`src/rtl/cmult_pkg.sv`:
```
// Shared constants and helpers for the streaming complex multiplier.
// Provides pipeline depth, full product width and saturation bounds.
package cmult_pkg;

    localparam int LAT = 6;

    function automatic int full_width(input int aw, input int bw);
        return aw + bw + 3;
    endfunction

    function automatic longint sat_max(input int ow);
        return (64'sd1 <<< (ow - 1)) - 64'sd1;
    endfunction

    function automatic longint sat_min(input int ow);
        return -(64'sd1 <<< (ow - 1));
    endfunction

endpackage

```
`src/rtl/cmult_if.sv`:
```
// Stream bundle for cmult_stream: input handshake + operands,
// output handshake + result, sticky overflow flag and its clear.
// master = producer/consumer side, slave = multiplier side.
interface cmult_if #(
    parameter int AWIDTH    = 16,
    parameter int BWIDTH    = 18,
    parameter int OUT_WIDTH = 16
);
    logic                        s_valid;
    logic                        s_ready;
    logic                        s_last;
    logic                        conj;
    logic signed [AWIDTH-1:0]    ar;
    logic signed [AWIDTH-1:0]    ai;
    logic signed [BWIDTH-1:0]    br;
    logic signed [BWIDTH-1:0]    bi;
    logic                        m_valid;
    logic                        m_ready;
    logic                        m_last;
    logic signed [OUT_WIDTH-1:0] pr;
    logic signed [OUT_WIDTH-1:0] pi;
    logic                        ovf;
    logic                        ovf_clr;

    modport master (
        output s_valid, s_last, conj, ar, ai, br, bi,
        output m_ready, ovf_clr,
        input  s_ready, m_valid, m_last, pr, pi, ovf
    );

    modport slave (
        input  s_valid, s_last, conj, ar, ai, br, bi,
        input  m_ready, ovf_clr,
        output s_ready, m_valid, m_last, pr, pi, ovf
    );

endinterface

```
`src/rtl/round_sat.sv`:
```
// Two-register round/shift/saturate stage with clock enable.
// Ports: i_clk, i_rst, i_ce, i_d (IN_W) -> o_q (OUT_W), o_sat.
module round_sat
    import cmult_pkg::*;
#(
    parameter int IN_W  = 37,
    parameter int SHIFT = 17,
    parameter int OUT_W = 16
) (
    input  logic                    i_clk,
    input  logic                    i_rst,
    input  logic                    i_ce,
    input  logic signed [IN_W-1:0]  i_d,
    output logic signed [OUT_W-1:0] o_q,
    output logic                    o_sat
);
    // One guard bit so the rounding add can never wrap.
    localparam int RW = IN_W + 1;
    localparam int RS = (SHIFT > 0) ? SHIFT - 1 : 0;
    localparam logic signed [RW-1:0] RND =
        (SHIFT > 0) ? (RW'(1) << RS) : '0;
    localparam logic signed [RW-1:0] MAXV = RW'(sat_max(OUT_W));
    localparam logic signed [RW-1:0] MINV = RW'(sat_min(OUT_W));

    logic signed [RW-1:0] r_rnd;
    logic signed [RW-1:0] w_sh;
    logic                 w_hi;
    logic                 w_lo;

    always_ff @(posedge i_clk or posedge i_rst) begin
        if (i_rst) begin
            r_rnd <= '0;
        end else if (i_ce) begin
            r_rnd <= RW'(i_d) + RND;
        end
    end

    assign w_sh = r_rnd >>> SHIFT;
    assign w_hi = w_sh > MAXV;
    assign w_lo = w_sh < MINV;

    always_ff @(posedge i_clk or posedge i_rst) begin
        if (i_rst) begin
            o_q   <= '0;
            o_sat <= 1'b0;
        end else if (i_ce) begin
            o_q   <= w_hi ? OUT_W'(MAXV) :
                     w_lo ? OUT_W'(MINV) : OUT_W'(w_sh);
            o_sat <= w_hi | w_lo;
        end
    end

endmodule

```
`src/rtl/cmult_stream.sv`:
```
// Streaming 3-multiplier complex multiply p = a*b or a*conj(b),
// 6-stage pipeline, global stall, round/saturate, sticky ovf.
// Ports: clk, rst (async, active-high), bus (cmult_if.slave).
module cmult_stream
    import cmult_pkg::*;
#(
    parameter int AWIDTH    = 16,
    parameter int BWIDTH    = 18,
    parameter int OUT_WIDTH = 16,
    parameter int SHIFT     = 17
) (
    input  logic   clk,
    input  logic   rst,
    cmult_if.slave bus
);
    localparam int W = full_width(AWIDTH, BWIDTH);

    if (SHIFT >= W || OUT_WIDTH > W - SHIFT) begin : g_bad_cfg
        $fatal(1, "cmult_stream: SHIFT/OUT_WIDTH do not fit product");
    end

    logic w_ce;
    logic w_xfer_in;
    logic [LAT-1:0] r_v;
    logic [LAT-1:0] r_last;

    assign w_ce      = !r_v[LAT-1] || bus.m_ready;
    assign w_xfer_in = bus.s_valid && w_ce;

    // Valid and frame marker travel alongside the data; bubbles shift too.
    always_ff @(posedge clk or posedge rst) begin
        if (rst) begin
            r_v    <= '0;
            r_last <= '0;
        end else if (w_ce) begin
            r_v    <= {r_v[LAT-2:0], bus.s_valid};
            r_last <= {r_last[LAT-2:0], bus.s_valid & bus.s_last};
        end
    end

    // Stage 1: inputs, with bi negated for conj in BWIDTH+1 bits.
    logic signed [AWIDTH-1:0] r1_ar, r1_ai;
    logic signed [BWIDTH-1:0] r1_br;
    logic signed [BWIDTH:0]   r1_bi;
    logic signed [BWIDTH:0]   w_bi_x;

    assign w_bi_x = (BWIDTH+1)'(bus.bi);

    always_ff @(posedge clk or posedge rst) begin
        if (rst) begin
            r1_ar <= '0;
            r1_ai <= '0;
            r1_br <= '0;
            r1_bi <= '0;
        end else if (w_xfer_in) begin
            r1_ar <= bus.ar;
            r1_ai <= bus.ai;
            r1_br <= bus.br;
            r1_bi <= bus.conj ? -w_bi_x : w_bi_x;
        end
    end

    // Stage 2: pre-adds.
    logic signed [AWIDTH:0]   r2_c;
    logic signed [BWIDTH+1:0] r2_dr, r2_di;
    logic signed [BWIDTH:0]   r2_bi;
    logic signed [AWIDTH-1:0] r2_ar, r2_ai;

    always_ff @(posedge clk or posedge rst) begin
        if (rst) begin
            r2_c  <= '0;
            r2_dr <= '0;
            r2_di <= '0;
            r2_bi <= '0;
            r2_ar <= '0;
            r2_ai <= '0;
        end else if (w_ce) begin
            r2_c  <= (AWIDTH+1)'(r1_ar) - (AWIDTH+1)'(r1_ai);
            r2_dr <= (BWIDTH+2)'(r1_br) - (BWIDTH+2)'(r1_bi);
            r2_di <= (BWIDTH+2)'(r1_br) + (BWIDTH+2)'(r1_bi);
            r2_bi <= r1_bi;
            r2_ar <= r1_ar;
            r2_ai <= r1_ai;
        end
    end

    // Stage 3: the three shared-term multiplies.
    logic signed [W-1:0] r3_m0, r3_mr, r3_mi;

    always_ff @(posedge clk or posedge rst) begin
        if (rst) begin
            r3_m0 <= '0;
            r3_mr <= '0;
            r3_mi <= '0;
        end else if (w_ce) begin
            r3_m0 <= W'(r2_c) * W'(r2_bi);
            r3_mr <= W'(r2_dr) * W'(r2_ar);
            r3_mi <= W'(r2_di) * W'(r2_ai);
        end
    end

    // Stage 4: post-adds, exact in W bits.
    logic signed [W-1:0] r4_pr, r4_pi;

    always_ff @(posedge clk or posedge rst) begin
        if (rst) begin
            r4_pr <= '0;
            r4_pi <= '0;
        end else if (w_ce) begin
            r4_pr <= r3_mr + r3_m0;
            r4_pi <= r3_mi + r3_m0;
        end
    end

    // Stages 5-6.
    logic signed [OUT_WIDTH-1:0] w_pr, w_pi;
    logic                        w_sat_r, w_sat_i;

    round_sat #(.IN_W(W), .SHIFT(SHIFT), .OUT_W(OUT_WIDTH)) u_rs_re (
        .i_clk (clk),
        .i_rst (rst),
        .i_ce  (w_ce),
        .i_d   (r4_pr),
        .o_q   (w_pr),
        .o_sat (w_sat_r)
    );

    round_sat #(.IN_W(W), .SHIFT(SHIFT), .OUT_W(OUT_WIDTH)) u_rs_im (
        .i_clk (clk),
        .i_rst (rst),
        .i_ce  (w_ce),
        .i_d   (r4_pi),
        .o_q   (w_pi),
        .o_sat (w_sat_i)
    );

    // Set wins over clear when both happen in the same cycle.
    logic r_ovf;

    always_ff @(posedge clk or posedge rst) begin
        if (rst) begin
            r_ovf <= 1'b0;
        end else if (r_v[LAT-1] && bus.m_ready && (w_sat_r || w_sat_i)) begin
            r_ovf <= 1'b1;
        end else if (bus.ovf_clr) begin
            r_ovf <= 1'b0;
        end
    end

    assign bus.s_ready = w_ce;
    assign bus.m_valid = r_v[LAT-1];
    assign bus.m_last  = r_last[LAT-1];
    assign bus.pr      = w_pr;
    assign bus.pi      = w_pi;
    assign bus.ovf     = r_ovf;

endmodule

```
`src/flat_wrapper.sv`:
```
// flat-port wrapper written by rule: the top's interface ports become plain ports
module cmult_stream_flat import cmult_pkg::*;
#(
    parameter int AWIDTH    = 16,
    parameter int BWIDTH    = 18,
    parameter int OUT_WIDTH = 16,
    parameter int SHIFT     = 17
)
  (clk, rst, bus_s_valid, bus_s_last, bus_conj, bus_ar, bus_ai, bus_br, bus_bi, bus_m_ready, bus_ovf_clr, bus_s_ready, bus_m_valid, bus_m_last, bus_pr, bus_pi, bus_ovf);
  cmult_if #(.AWIDTH(AWIDTH), .BWIDTH(BWIDTH), .OUT_WIDTH(OUT_WIDTH)) bus_i ();
  input  logic clk;
  input  logic rst;
  input wire logic [$bits(bus_i.s_valid)-1:0] bus_s_valid;
  input wire logic [$bits(bus_i.s_last)-1:0] bus_s_last;
  input wire logic [$bits(bus_i.conj)-1:0] bus_conj;
  input wire logic [$bits(bus_i.ar)-1:0] bus_ar;
  input wire logic [$bits(bus_i.ai)-1:0] bus_ai;
  input wire logic [$bits(bus_i.br)-1:0] bus_br;
  input wire logic [$bits(bus_i.bi)-1:0] bus_bi;
  input wire logic [$bits(bus_i.m_ready)-1:0] bus_m_ready;
  input wire logic [$bits(bus_i.ovf_clr)-1:0] bus_ovf_clr;
  output wire logic [$bits(bus_i.s_ready)-1:0] bus_s_ready;
  output wire logic [$bits(bus_i.m_valid)-1:0] bus_m_valid;
  output wire logic [$bits(bus_i.m_last)-1:0] bus_m_last;
  output wire logic [$bits(bus_i.pr)-1:0] bus_pr;
  output wire logic [$bits(bus_i.pi)-1:0] bus_pi;
  output wire logic [$bits(bus_i.ovf)-1:0] bus_ovf;
  assign bus_i.s_valid = bus_s_valid;
  assign bus_i.s_last = bus_s_last;
  assign bus_i.conj = bus_conj;
  assign bus_i.ar = bus_ar;
  assign bus_i.ai = bus_ai;
  assign bus_i.br = bus_br;
  assign bus_i.bi = bus_bi;
  assign bus_i.m_ready = bus_m_ready;
  assign bus_i.ovf_clr = bus_ovf_clr;
  assign bus_s_ready = bus_i.s_ready;
  assign bus_m_valid = bus_i.m_valid;
  assign bus_m_last = bus_i.m_last;
  assign bus_pr = bus_i.pr;
  assign bus_pi = bus_i.pi;
  assign bus_ovf = bus_i.ovf;
  cmult_stream #(.AWIDTH(AWIDTH), .BWIDTH(BWIDTH), .OUT_WIDTH(OUT_WIDTH), .SHIFT(SHIFT)) u_core (.clk(clk), .rst(rst), .bus(bus_i));
endmodule
```
`config.mk`:
```
export PLATFORM = sky130hd
export DESIGN_NAME = cmult_stream_flat
export DESIGN_NICKNAME = d
export VERILOG_FILES = /design/src/rtl/cmult_pkg.sv /design/src/rtl/cmult_if.sv /design/src/rtl/round_sat.sv /design/src/rtl/cmult_stream.sv /design/src/flat_wrapper.sv
export SDC_FILE = /design/constraint.sdc
export NUM_CORES = 2
export LEC_CHECK = 0
export ABC_AREA = 1
export BUFFER_PORTS_ARGS = -buffer_cell sky130_fd_sc_hd__buf_2
export CORE_ASPECT_RATIO = 1.1
export CORE_MARGIN = 2
export CORE_UTILIZATION = 50
export DETAILED_ROUTE_END_ITERATION = 8
export PLACE_DENSITY_LB_ADDON = 0.15
export SLEW_MARGIN = 10
export SYNTH_ARGS = -nofsm -noshare
export SYNTH_HDL_FRONTEND = slang
export SYNTH_SLANG_ARGS = --single-unit
export TNS_END_PERCENT = 10
```
`constraint.sdc`:
```
create_clock -name clk -period 22 [get_ports clk]
set_input_delay 1.1 -clock clk [delete_from_list [all_inputs] [get_ports clk]]
set_output_delay 1.1 -clock clk [all_outputs]
set_load 0.05 [all_outputs]
```
==> metrics.txt <==
number of H-tree levels=2; cell with the largest stage delay on the worst path=sky130_fd_sc_hd__dfrtp_1; die area=129000 um^2; global-route wire length before repair=311000 um; Avg Cell Area, Syn=7.28 um^2; half-perimeter wire length after detailed placement=160000 um; DR iter-0 viols=3783; share of layout cells above drive strength 1=3.47%; overall via count from detail_route=53400; filler cell count=12500; per-cell routed wire length=19.1 um; remaining design rule violation count=0; critical-path cell list=nand2_1, inv_1, fa_1, fa_1, fa_1, fa_1, fa_1, inv_1, fa_1, inv_1, ha_1, nand2_1, nor2_1, nand2_1, nor3_1, nand2_1, nand2_1, nand2_1, nand3_1, nand2_1; post-synth cell types=51; post-synthesis instance area=63300 um^2; required time of the worst setup path=22.55 ns; dominant cell type by count on the critical path=sky130_fd_sc_hd__nand2_1; critical path buffer and inverter count=3; final setup violating endpoints=0; core region area=125000 um^2; hold-fix buffers at CTS=0; startpoint of the worst hold path=u_core.r_v[4]$_DFFE_PP0N_; number of max-cap violations=0; Worst setup startpoint=u_core.r2_c[2]$_DFFE_PP0N_; time the worst path needs with I/O delays and setup=6.46 ns; final critical-path share of the clock period=29.3%; data arrival time of the worst path=7.00 ns; remaining global-route overflow=0; Worst setup endpoint=u_core.r3_m0[32]$_DFFE_PP0N_; total nets after synthesis=10100; primary flip-flop cell chosen by synthesis mapping=sky130_fd_sc_hd__dfrtp_1; maximum number of pins on one net before global-route repair=94; mean number of vias per cell=5.20; CP max FO=20; Synth-to-Final Area Change=5.52%; number of standard cells after synthesis=8693; total iterations of the first detailed-routing run=6; starting density of the core=50.5%; kind of start point of the critical path=flop; result of the run=finished clean; Worst slew margin=23.6%; number of antenna violations at the first check in global routing=10; vertical die dimension=377 um; worst reg2reg startpoint=u_core.r2_c[2]$_DFFE_PP0N_; buffers inserted during post-CTS setup optimization=0; Reg2Reg Setup Slack=15.54 ns; worst reg2reg path endpoint=u_core.r3_m0[32]$_DFFE_PP0N_; accumulated negative setup slack=0 ns; endpoints failing hold=0; library cell used as clock root buffer=sky130_fd_sc_hd__clkbuf_16; residual antenna-violating net count after detailed routing=0; Pins Over Slew Limit=0; boundary pin count=111; fraction of the yosys area taken by sequential cells=16.4%; CTS tree=done; GRT Resource Usage Total=31.3%; overall routed net length=196000 um; Tightest Pin Transition=1.15 ns; setup clock skew after layout=0.0482 ns; TritonCTS Buffers=51; # port buffers=110; # resized after CTS=0; utilization of the core after routing=53.3%; number of global-route vias before repair=56000; sinks on the clock net=415; Crit. End Element=flop; max incr delay on CP=0.91 ns; number of nets in the layout=10000; Synthesis Warnings=0; Reg2Reg Depth=20; Die X=343 um; number of cell rows=136; insertion delay to the later sink of the worst-skew pair=0.67 ns; number of flops mapped to enable cells by yosys=0; routability congestion estimate from global placement=0.955; synthesized flop and latch total=415; async set-reset flop share out of synthesis=100%; number of stages on the worst setup path=20; largest buffer count on any clock path=3; register clock-pin slew on the reported worst setup and hold paths=0.06 ns; Worst path top cell family by delay=adder cells; worst hold path type=flop to flop; maximum operating frequency=155 MHz; start-to-end type of the worst setup path=flop to flop; RSZ-0062 raised after global routing=no
-- cells in the final DEF (no fill, tap or decap), types with 32 or more instances in the layout --
cell / count
sky130_fd_sc_hd__nand2_1: 2752
sky130_fd_sc_hd__inv_1: 2089
sky130_fd_sc_hd__fa_1: 965
sky130_fd_sc_hd__nor2_1: 446
sky130_fd_sc_hd__dfrtp_1: 415
sky130_fd_sc_hd__ha_1: 396
sky130_fd_sc_hd__nand3_1: 334
sky130_fd_sc_hd__a21oi_1: 273
sky130_fd_sc_hd__o21ai_0: 264
sky130_fd_sc_hd__buf_2: 110
sky130_fd_sc_hd__nand4_1: 74
sky130_fd_sc_hd__xor2_1: 55
sky130_fd_sc_hd__clkbuf_16: 51
sky130_fd_sc_hd__nor3_1: 43
sky130_fd_sc_hd__a31oi_1: 33
sky130_fd_sc_hd__o21bai_1: 33
sky130_fd_sc_hd__buf_4: 33
sky130_fd_sc_hd__xnor2_1: 32
-- cell usage after synthesis (6+ instances only) --
cell / number / area share (%)
sky130_fd_sc_hd__a21o_1: 12 / 0.14
sky130_fd_sc_hd__a21oi_1: 273 / 2.2
sky130_fd_sc_hd__a31oi_1: 33 / 0.33
sky130_fd_sc_hd__and2_1: 6 / 0.059
sky130_fd_sc_hd__buf_1: 22 / 0.13
sky130_fd_sc_hd__buf_2: 60 / 0.47
sky130_fd_sc_hd__clkbuf_1: 232 / 1.4
sky130_fd_sc_hd__dfrtp_1: 415 / 16
sky130_fd_sc_hd__fa_1: 965 / 31
sky130_fd_sc_hd__ha_1: 396 / 7.8
sky130_fd_sc_hd__inv_1: 2091 / 12
sky130_fd_sc_hd__nand2_1: 2753 / 16
sky130_fd_sc_hd__nand2_2: 8 / 0.079
sky130_fd_sc_hd__nand3_1: 334 / 2.6
sky130_fd_sc_hd__nand3b_1: 26 / 0.31
sky130_fd_sc_hd__nand4_1: 74 / 0.73
sky130_fd_sc_hd__nor2_1: 446 / 2.6
sky130_fd_sc_hd__nor2_2: 8 / 0.079
sky130_fd_sc_hd__nor3_1: 43 / 0.34
sky130_fd_sc_hd__nor4_1: 13 / 0.13
sky130_fd_sc_hd__o21a_1: 6 / 0.071
sky130_fd_sc_hd__o21ai_0: 264 / 2.1
sky130_fd_sc_hd__o21ai_1: 18 / 0.14
sky130_fd_sc_hd__o21bai_1: 33 / 0.39
sky130_fd_sc_hd__or2_2: 13 / 0.13
sky130_fd_sc_hd__xnor2_1: 32 / 0.44
sky130_fd_sc_hd__xor2_1: 55 / 0.76
-- kinds of logic (layout without fill, tap and decap cells) --
group | count (synthesis) | after routing | synth area share, %
and+or+nand+nor | 3748 | 3748 | 23.8
buffers and inverters | 2414 | 2336 | 14.5
adders and majority gates | 1361 | 1361 | 38.4
AOI/OAI and AO/OA | 668 | 668 | 5.73
DFF | 415 | 415 | 16.4
xor gates and xnor gates | 87 | 87 | 1.20
other | 0 | 3 | 0
-- through the flow --
step           cells  hold WS (ns)  setup slack (ns)  area (um^2)
3_5_place_dp   10200         0.437             15.51        64900
3_3_place_gp   10200         0.432             15.59        64900
6_report       10300         0.451             15.54        66800
4_1_cts        10300         0.453             15.51        66700
5_1_grt        10300         0.483             15.11        66800
2_1_floorplan   8693         0.420              9.35        63300
-- how the worst min path moves through the flow --
stage | depth (start not counted) | end
final | 2 | u_core.r_v[5]$_DFFE_PP0N_
after global routing | 2 | u_core.r_v[5]$_DFFE_PP0N_
after CTS | 2 | u_core.r_v[5]$_DFFE_PP0N_
after detailed placement | 2 | u_core.r_v[5]$_DFFE_PP0N_
after global placement | 2 | u_core.r_v[5]$_DFFE_PP0N_
after floorplan | 2 | u_core.r_v[5]$_DFFE_PP0N_
-- metal layers --
metal	vias to the layer above	part of all wire, %	routed length (um)	global-route usage [%]
met2	1506	48	93800	53.4
met5	-	0.014	28	0
li1	25300	-	-	-
met4	4	4.6	9110	12.7
met1	26200	42	81900	40.0
met3	397	5.7	11200	4.32
-- worst min-delay path, delay by kind of cell, from the launching register on --
kind                   cells  cell delay, ns
buffers and inverters      1            0.05
flip-flops                 1            0.32
AND/OR/NAND/NOR            1            0.05
-- state kept, by name, indices dropped and copies added, names as in the netlist, 16 cells and up --
name and flops:
u_core.r3_mi 36, u_core.r1_ar 16, u_core.r2_di 20, u_core.u_rs_im.r_rnd 21, u_core.r4_pr 21, u_core.r2_bi 19
u_core.u_rs_im.o_q 16, u_core.r3_m0 36, u_core.r1_ai 16, u_core.r2_ai 16, u_core.r2_ar 16, u_core.r1_br 18
u_core.r2_c 17, u_core.u_rs_re.r_rnd 21, u_core.u_rs_re.o_q 16, u_core.r4_pi 21, u_core.r1_bi 19, u_core.r2_dr 19
u_core.r3_mr 36
-- final cells by class --
| type | instances | area, um^2 | share of cell area (%) |
|---|---|---|---|
| multi-input cells | 5864 | 43800 | 65.5 |
| clock inverters | 32 | 453 | 0.678 |
| well taps | 1656 | 2070 | 3.10 |
| repair buffers | 143 | 798 | 1.20 |
| diodes | 3 | 7.51 | 0.0112 |
| clock buffers | 63 | 1400 | 2.10 |
| flip-flops and latches | 415 | 10400 | 15.6 |
| inverters | 2098 | 7890 | 11.8 |
Power is left out: the tool's default activity adds up to more than one toggle a clock period on the data nets, which glitch-free logic cannot reach.
